## src/rtl/serial_adder_ctrl.sv

```systemverilog
// serial_adder_ctrl -- bit-serial adder controller around a single full adder.
//
// Purpose:
//   Adds two WIDTH-bit unsigned operands plus a carry-in, one bit per clock,
//   through one full_adder cell. The running carry lives in a flip-flop and
//   the result is assembled in a shift register. A start/done handshake
//   frames each add.
//
// Ports:
//   clk    in   rising-edge clock
//   rst    in   synchronous active-high reset
//   start  in   request; accepted only in IDLE or in the DONE cycle
//   a, b   in   WIDTH-bit operands, captured on the accepting edge
//   cin    in   carry-in, captured on the accepting edge
//   busy   out  high while bits are being processed
//   done   out  one-cycle pulse when sum/cout are updated
//   sum    out  registered WIDTH-bit result, held until the next completion
//   cout   out  registered final carry, held with sum

module full_adder (
  input  logic x,
  input  logic y,
  input  logic d,
  output logic sum,
  output logic cout
);
  assign sum  = x ^ y ^ d;
  assign cout = (x & y) | (d & (x ^ y));
endmodule

module serial_adder_ctrl #(
  parameter int WIDTH = 8
) (
  input  logic             clk,
  input  logic             rst,
  input  logic             start,
  input  logic [WIDTH-1:0] a,
  input  logic [WIDTH-1:0] b,
  input  logic             cin,
  output logic             busy,
  output logic             done,
  output logic [WIDTH-1:0] sum,
  output logic             cout
);

  localparam int CW = $clog2(WIDTH);

  localparam logic [1:0] IDLE = 2'd0;
  localparam logic [1:0] RUN  = 2'd1;
  localparam logic [1:0] DONE = 2'd2;

  localparam logic [CW-1:0] LAST_BIT = CW'(WIDTH - 1);

  logic [1:0]       state_reg;
  logic [WIDTH-1:0] sha_reg;
  logic [WIDTH-1:0] shb_reg;
  logic [WIDTH-1:0] shs_reg;
  logic             carry_reg;
  logic [CW-1:0]    cnt_reg;
  logic [WIDTH-1:0] sum_reg;
  logic             cout_reg;

  logic fa_sum;
  logic fa_cout;
  logic load;

  // The single adder cell sees the current LSBs and the carry flop.
  full_adder u_fa (
    .x    (sha_reg[0]),
    .y    (shb_reg[0]),
    .d    (carry_reg),
    .sum  (fa_sum),
    .cout (fa_cout)
  );

  // start is only honoured when no add is in flight; the DONE cycle counts
  // as free so back-to-back adds lose no extra cycle.
  assign load = start && ((state_reg == IDLE) || (state_reg == DONE));

  always_ff @(posedge clk) begin
    if (rst) begin
      state_reg <= IDLE;
      sha_reg   <= '0;
      shb_reg   <= '0;
      shs_reg   <= '0;
      carry_reg <= 1'b0;
      cnt_reg   <= '0;
      sum_reg   <= '0;
      cout_reg  <= 1'b0;
    end else if (load) begin
      sha_reg   <= a;
      shb_reg   <= b;
      shs_reg   <= '0;
      carry_reg <= cin;
      cnt_reg   <= '0;
      state_reg <= RUN;
    end else begin
      case (state_reg)
        RUN: begin
          carry_reg <= fa_cout;
          // Result bits enter at the top so after WIDTH shifts the first
          // (least significant) bit has reached position 0.
          shs_reg   <= {fa_sum, shs_reg[WIDTH-1:1]};
          sha_reg   <= {1'b0, sha_reg[WIDTH-1:1]};
          shb_reg   <= {1'b0, shb_reg[WIDTH-1:1]};
          cnt_reg   <= cnt_reg + 1'b1;
          if (cnt_reg == LAST_BIT) begin
            sum_reg   <= {fa_sum, shs_reg[WIDTH-1:1]};
            cout_reg  <= fa_cout;
            state_reg <= DONE;
          end
        end
        DONE:    state_reg <= IDLE;
        default: state_reg <= IDLE;
      endcase
    end
  end

  assign busy = (state_reg == RUN);
  assign done = (state_reg == DONE);
  assign sum  = sum_reg;
  assign cout = cout_reg;

endmodule

```

## config.mk

```make
export PLATFORM = sky130hd
export DESIGN_NAME = serial_adder_ctrl
export DESIGN_NICKNAME = d
export VERILOG_FILES = /design/src/rtl/serial_adder_ctrl.sv
export SDC_FILE = /design/constraint.sdc
export NUM_CORES = 1
export LEC_CHECK = 0
export ABC_AREA = 0
export BUFFER_PORTS_ARGS = -buffer_cell sky130_fd_sc_hd__buf_4
export CAP_MARGIN = 10
export CORE_MARGIN = 2
export CORE_UTILIZATION = 53
export DETAILED_ROUTE_END_ITERATION = 6
export GPL_ROUTABILITY_DRIVEN = 0
export HOLD_SLACK_MARGIN = 0.03
export PLACE_DENSITY = 0.74
export SKIP_CTS_REPAIR_TIMING = 1
export SLEW_MARGIN = 0
export SYNTH_ARGS = -nofsm -noshare
export SYNTH_HDL_FRONTEND = slang
export SYNTH_SLANG_ARGS = --single-unit
```

## constraint.sdc

```tcl
create_clock -name clk -period 1.6 [get_ports clk]
set_input_delay 0.08 -clock clk [delete_from_list [all_inputs] [get_ports clk]]
set_output_delay 0.08 -clock clk [all_outputs]
set_load 0.005 [all_outputs]
```

Yosys cells after proc, flatten, opt, wreduce, memory -nomap -nowiden:

Index checks and enable logic that the tools add are counted.

* bitwise gates (word level): 7
* reductions and logical operators: 7
* add/subtract/negate cells: 1
* eq/ne operators: 4
* mux-type cells: 9

Operator list (number)
* $mux W8: 4
* $mux W1: 5
* $add A3 B1 Y3 const B: 1
* $eq A3 B3 Y1 const B: 1
* $ne A3 B1 Y1 const B: 1
* $reduce_and A3 Y1: 1
* $reduce_or A3 Y1: 1
* $and A1 B1 Y1: 2
* $eq A2 B1 Y1 const B: 1
* $eq A2 B2 Y1 const B: 1
* $logic_not A2 Y1: 1
* $not A1 Y1: 2
* $reduce_bool A2 Y1: 1
* $reduce_or A2 Y1: 1
* $xor A1 B1 Y1: 2
* $logic_and A1 B1 Y1: 1
* $logic_or A1 B1 Y1: 1
* $or A1 B1 Y1: 1

* register bits after elaboration: 39
* output and inout port bits: 11
* bits of input ports: 20
* word-level logic and storage cells: 37

Logic depth before layout (Yosys ltp):

* word-level depth: 5
* depth in mapped cells: 6
* depth with buffers taken out: 5

Hierarchy:

Synthesis repeated with hierarchy kept, for this count alone.

* cell total of the unflattened synthesis: 176
* area total of the unflattened synthesis: 1519.0 µm²

By module, submodules not included
* serial_adder_ctrl: cells an instance 175, seq. area each 760.7 µm², times used 1, area each 1498.9 µm²
* full_adder: cells an instance 1, seq. area each 0.0 µm², times used 1, area each 20.0 µm²

Worst setup path before layout:

Ideal clock, no wire load.

* path type: register to register
* start: register cnt_reg[0]
* end: register state_reg[0]
* buffers on the path: 1
* clock period less this slack: 1.195 ns
* stages on the path, launching flop included: 6
* data required time: 1.472 ns
* library setup time: 0.128 ns
* path slack: 0.405 ns
* data arrival time: 1.067 ns
* cells stage by stage: dfxtp_1 ha_1 ha_1 clkbuf_1 o21a_1 nor2_1

* cells in the longest elaborated chain, start to end: 2

Ends and longest elaborated chain
* from (decl): line 59 `logic [CW-1:0] cnt_reg;`
* from (signal assigned): line 106 `cnt_reg <= cnt_reg + 1'b1;`
* $eq A3 B3 Y1: line 107 `if (cnt_reg == LAST_BIT) begin`
* $ne A3 B1 Y1 (no line)
* to (signal assigned): line 110 `state_reg <= DONE;`
* to (signal assigned): line 113 `DONE: state_reg <= IDLE;`
* to (signal assigned): line 114 `default: state_reg <= IDLE;`
* to (decl): line 54 `logic [1:0] state_reg;`

No other way between the ends.
A chain may end at the register's enable or synchronous reset.

Final worst setup path:

* start: register state_reg[0]
* end: output busy

* cells in the longest elaborated chain, start to end: 1

Ends and longest elaborated chain
* from (signal assigned): line 82 `state_reg <= IDLE;`
* from (signal assigned): line 96 `state_reg <= RUN;`
* from (signal assigned): line 110
* $eq A2 B1 Y1: line 119 `assign busy = (state_reg == RUN);`
* to (decl): line 40 `output logic busy,`

No other way between the ends.

==> impl_metrics.ini <==
[detailed_routing]
firstDrtPassIters = 4
postRouteAntennaNets = 0
vias = 1303
via_per_inst = 5.47
drtIter0Drc = 41
drc = 0
wl_per_cell_um = 12.3
drt_wl_total_um = 2930

[clock_tree]
clk_pin_slew_ns = 0.10
htreeDepth = 2
clkSinkCount = 38
cts_made_buffers = 5
cts_tree = built
root_buffer = clkbuf_4
insertion_delay_ns = 0.34
cts_max_path_buffers = 2

[worst_setup_path]
reg2reg_slack_ns = 0.25
crit_type = reg2out
worstSetupStartpointType = register
slowest_delay_ns = 0.42
worstPathMaxFanout = 37
worstPathArrival_ns = 1.35
crit_slowest_cell = dfxtp_1
path_buf_inv = 2
worstPathRequired_ns = 1.52
path_delay_family = flip-flops
cp-end-kind = primary output
path_cells = nand2b_1 -> inv_6 -> buf_4

[finish]
syn_to_final_growth_pct = 19.4
final_cell_area_um2 = 1810
fillerInstances = 233
antenna_cells = 0
drive_above_1_share_pct = 21.3
fin_util_pct = 66.3
nNetsFinal = 229

[sta]
rsz0062_at_grt = false
setup_viol = 0
fin_skew_ns = 0.00717
fin_crit_sh_pct = 89.2
drv_slew = 0
timing.fmax_mhz = 701
finalSetupTns_ns = 0
relSlewSlack_pct = 74.4
period_minus_slack_ns = 1.43
worst_pin_slew_ns = 0.382
hold_violations = 0

[synth]
synthArstFlopShare_pct = 0
synth_edf_count = 0
netlist_instances = 176
yosysSeqAreaShare_pct = 50.1
yosysMostFrequentCell = nand2_1
yosys.area.top_type = dfxtp_1
ys_warn_count = 0
ys.flop_type = dfxtp_1
synth_seq_cells = 38
ys_types = 24
syn_area_per_cell_um2 = 8.63
syn_area_um2 = 1520
synthTopCellsByCount = 39 x nand2_1, 38 x dfxtp_1, 20 x a21oi_1, 16 x nor3_1, 11 x nand3_1
yosys-top-cells-area = dfxtp_1 50%, nand2_1 9.6%, a21oi_1 6.6%
synth_top_area_share_pct = 50.1
syn-num-nets = 199

[die]
coreArea_um2 = 2730
die_w_um = 57.5
io_pins = 31
die_h_um = 57.5
initial_utilization_pct = 55.6
fp-row-count = 19
dieArea_um2 = 3310

[global_route]
grt-busiest-layer = met2
grt_use_met3_pct = 4.08
grt_pass1_wl_um = 5010
grt_max_degree = 38
use_met1_pct = 24.2
track_usage_pct = 19.5
grt_pass1_vias = 1206
grt_overflow_total = 0
grt_util_met2_pct = 32.1
antenna_found_initial = 0

[run]
maxCapViolations = 0

[power_and_ir_drop]
power.leakage_uw = 0.000702
peakVddDrop_mv = 0.780
power_density_nw_per_um2 = 966

[place]
postPlaceCellArea_um2 = 1730
place_hpwl_um = 2000
portBuffers = 30

[run_status]
status = finished clean

[hold_path]
min_path_type = in2reg
worst min-delay path, delay by kind of cell:
kind                   cells  cell delay (ns)
AO/OA/AOI/OAI              2             0.17
buffers and inverters      1             0.08
where the power goes:
part           switching, uW  internal [uW]  leakage, uW  total [uW]
Combinational            120            106     0.000357         227
Sequential              26.5            990     0.000310        1020
Clock                    295            213    0.0000353         508
stage by stage:
stage          instances  setup slack (ns)  power (uW)  hold WS [ns]
3_5_place_dp         228             0.266        1260         0.369
2_1_floorplan        176             0.405        1200         0.261
3_3_place_gp         228             0.349        1250         0.358
5_1_grt              238            0.0727        1820        0.0370
4_1_cts              236             0.153        1760       0.00618
6_report             238             0.173        1750        0.0238
kinds of logic after synthesis:
| family | after synthesis | synth area share, % |
|---|---|---|
| AOI/OAI and AO/OA | 36 | 14.4 |
| xor gates and xnor gates | 1 | 0.577 |
| adders and majority gates | 3 | 2.97 |
| buffers and inverters | 15 | 7.17 |
| DFF | 38 | 50.1 |
| muxes | 2 | 1.32 |
| and+or+nand+nor | 81 | 23.5 |
layout make-up:
| cell class | count | area, um^2 | area share, % |
|---|---|---|---|
| tap | 31 | 38.8 | 2.14 |
| multi-input combinational | 123 | 649 | 35.8 |
| inverter | 1 | 8.76 | 0.483 |
| sequential | 38 | 761 | 42.0 |
| clock buffer | 7 | 55.1 | 3.04 |
| clock inverter | 1 | 5.00 | 0.276 |
| timing repair buffer | 37 | 295 | 16.3 |
final timing paths:
check,from,endpoint,cells past startpoint
setup / recovery,state_reg[0],busy,3
hold / removal,a[0],sha_reg[0],3
setup reg to reg,cnt_reg[0],sum[5],5
hold reg to reg,cout,cout,2
cell usage in the layout, fill, tap and decap left out:
cell type,netlist,layout
clkinv_2,0,1
clkbuf_1,2,1
a311oi_1,6,6
nor2_1,9,9
buf_4,4,34
nand3b_1,1,1
a22oi_1,2,2
dfxtp_1,38,38
buf_12,0,1
a21oi_1,20,20
fa_1,1,1
o22ai_1,7,7
nand2b_1,2,2
dlygate4sd3_1,0,2
nand3_1,11,11
xnor2_1,1,1
mux2i_1,2,2
o21a_1,1,1
ha_1,2,2
nor3_1,16,16
nand2b_2,1,1
clkbuf_8,0,1
nor2b_1,2,2
inv_6,1,1
nand2_1,39,39
clkbuf_4,0,5
layer usage:
| layer | up-vias | routed length (um) |
|---|---|---|
| li1 | 670 | - |
| met3 | 7 | 138 |
| met5 | - | 0 |
| met1 | 592 | 1330 |
| met2 | 34 | 1410 |
| met4 | 0 | 54 |
(Power assumes the default switching activity.)
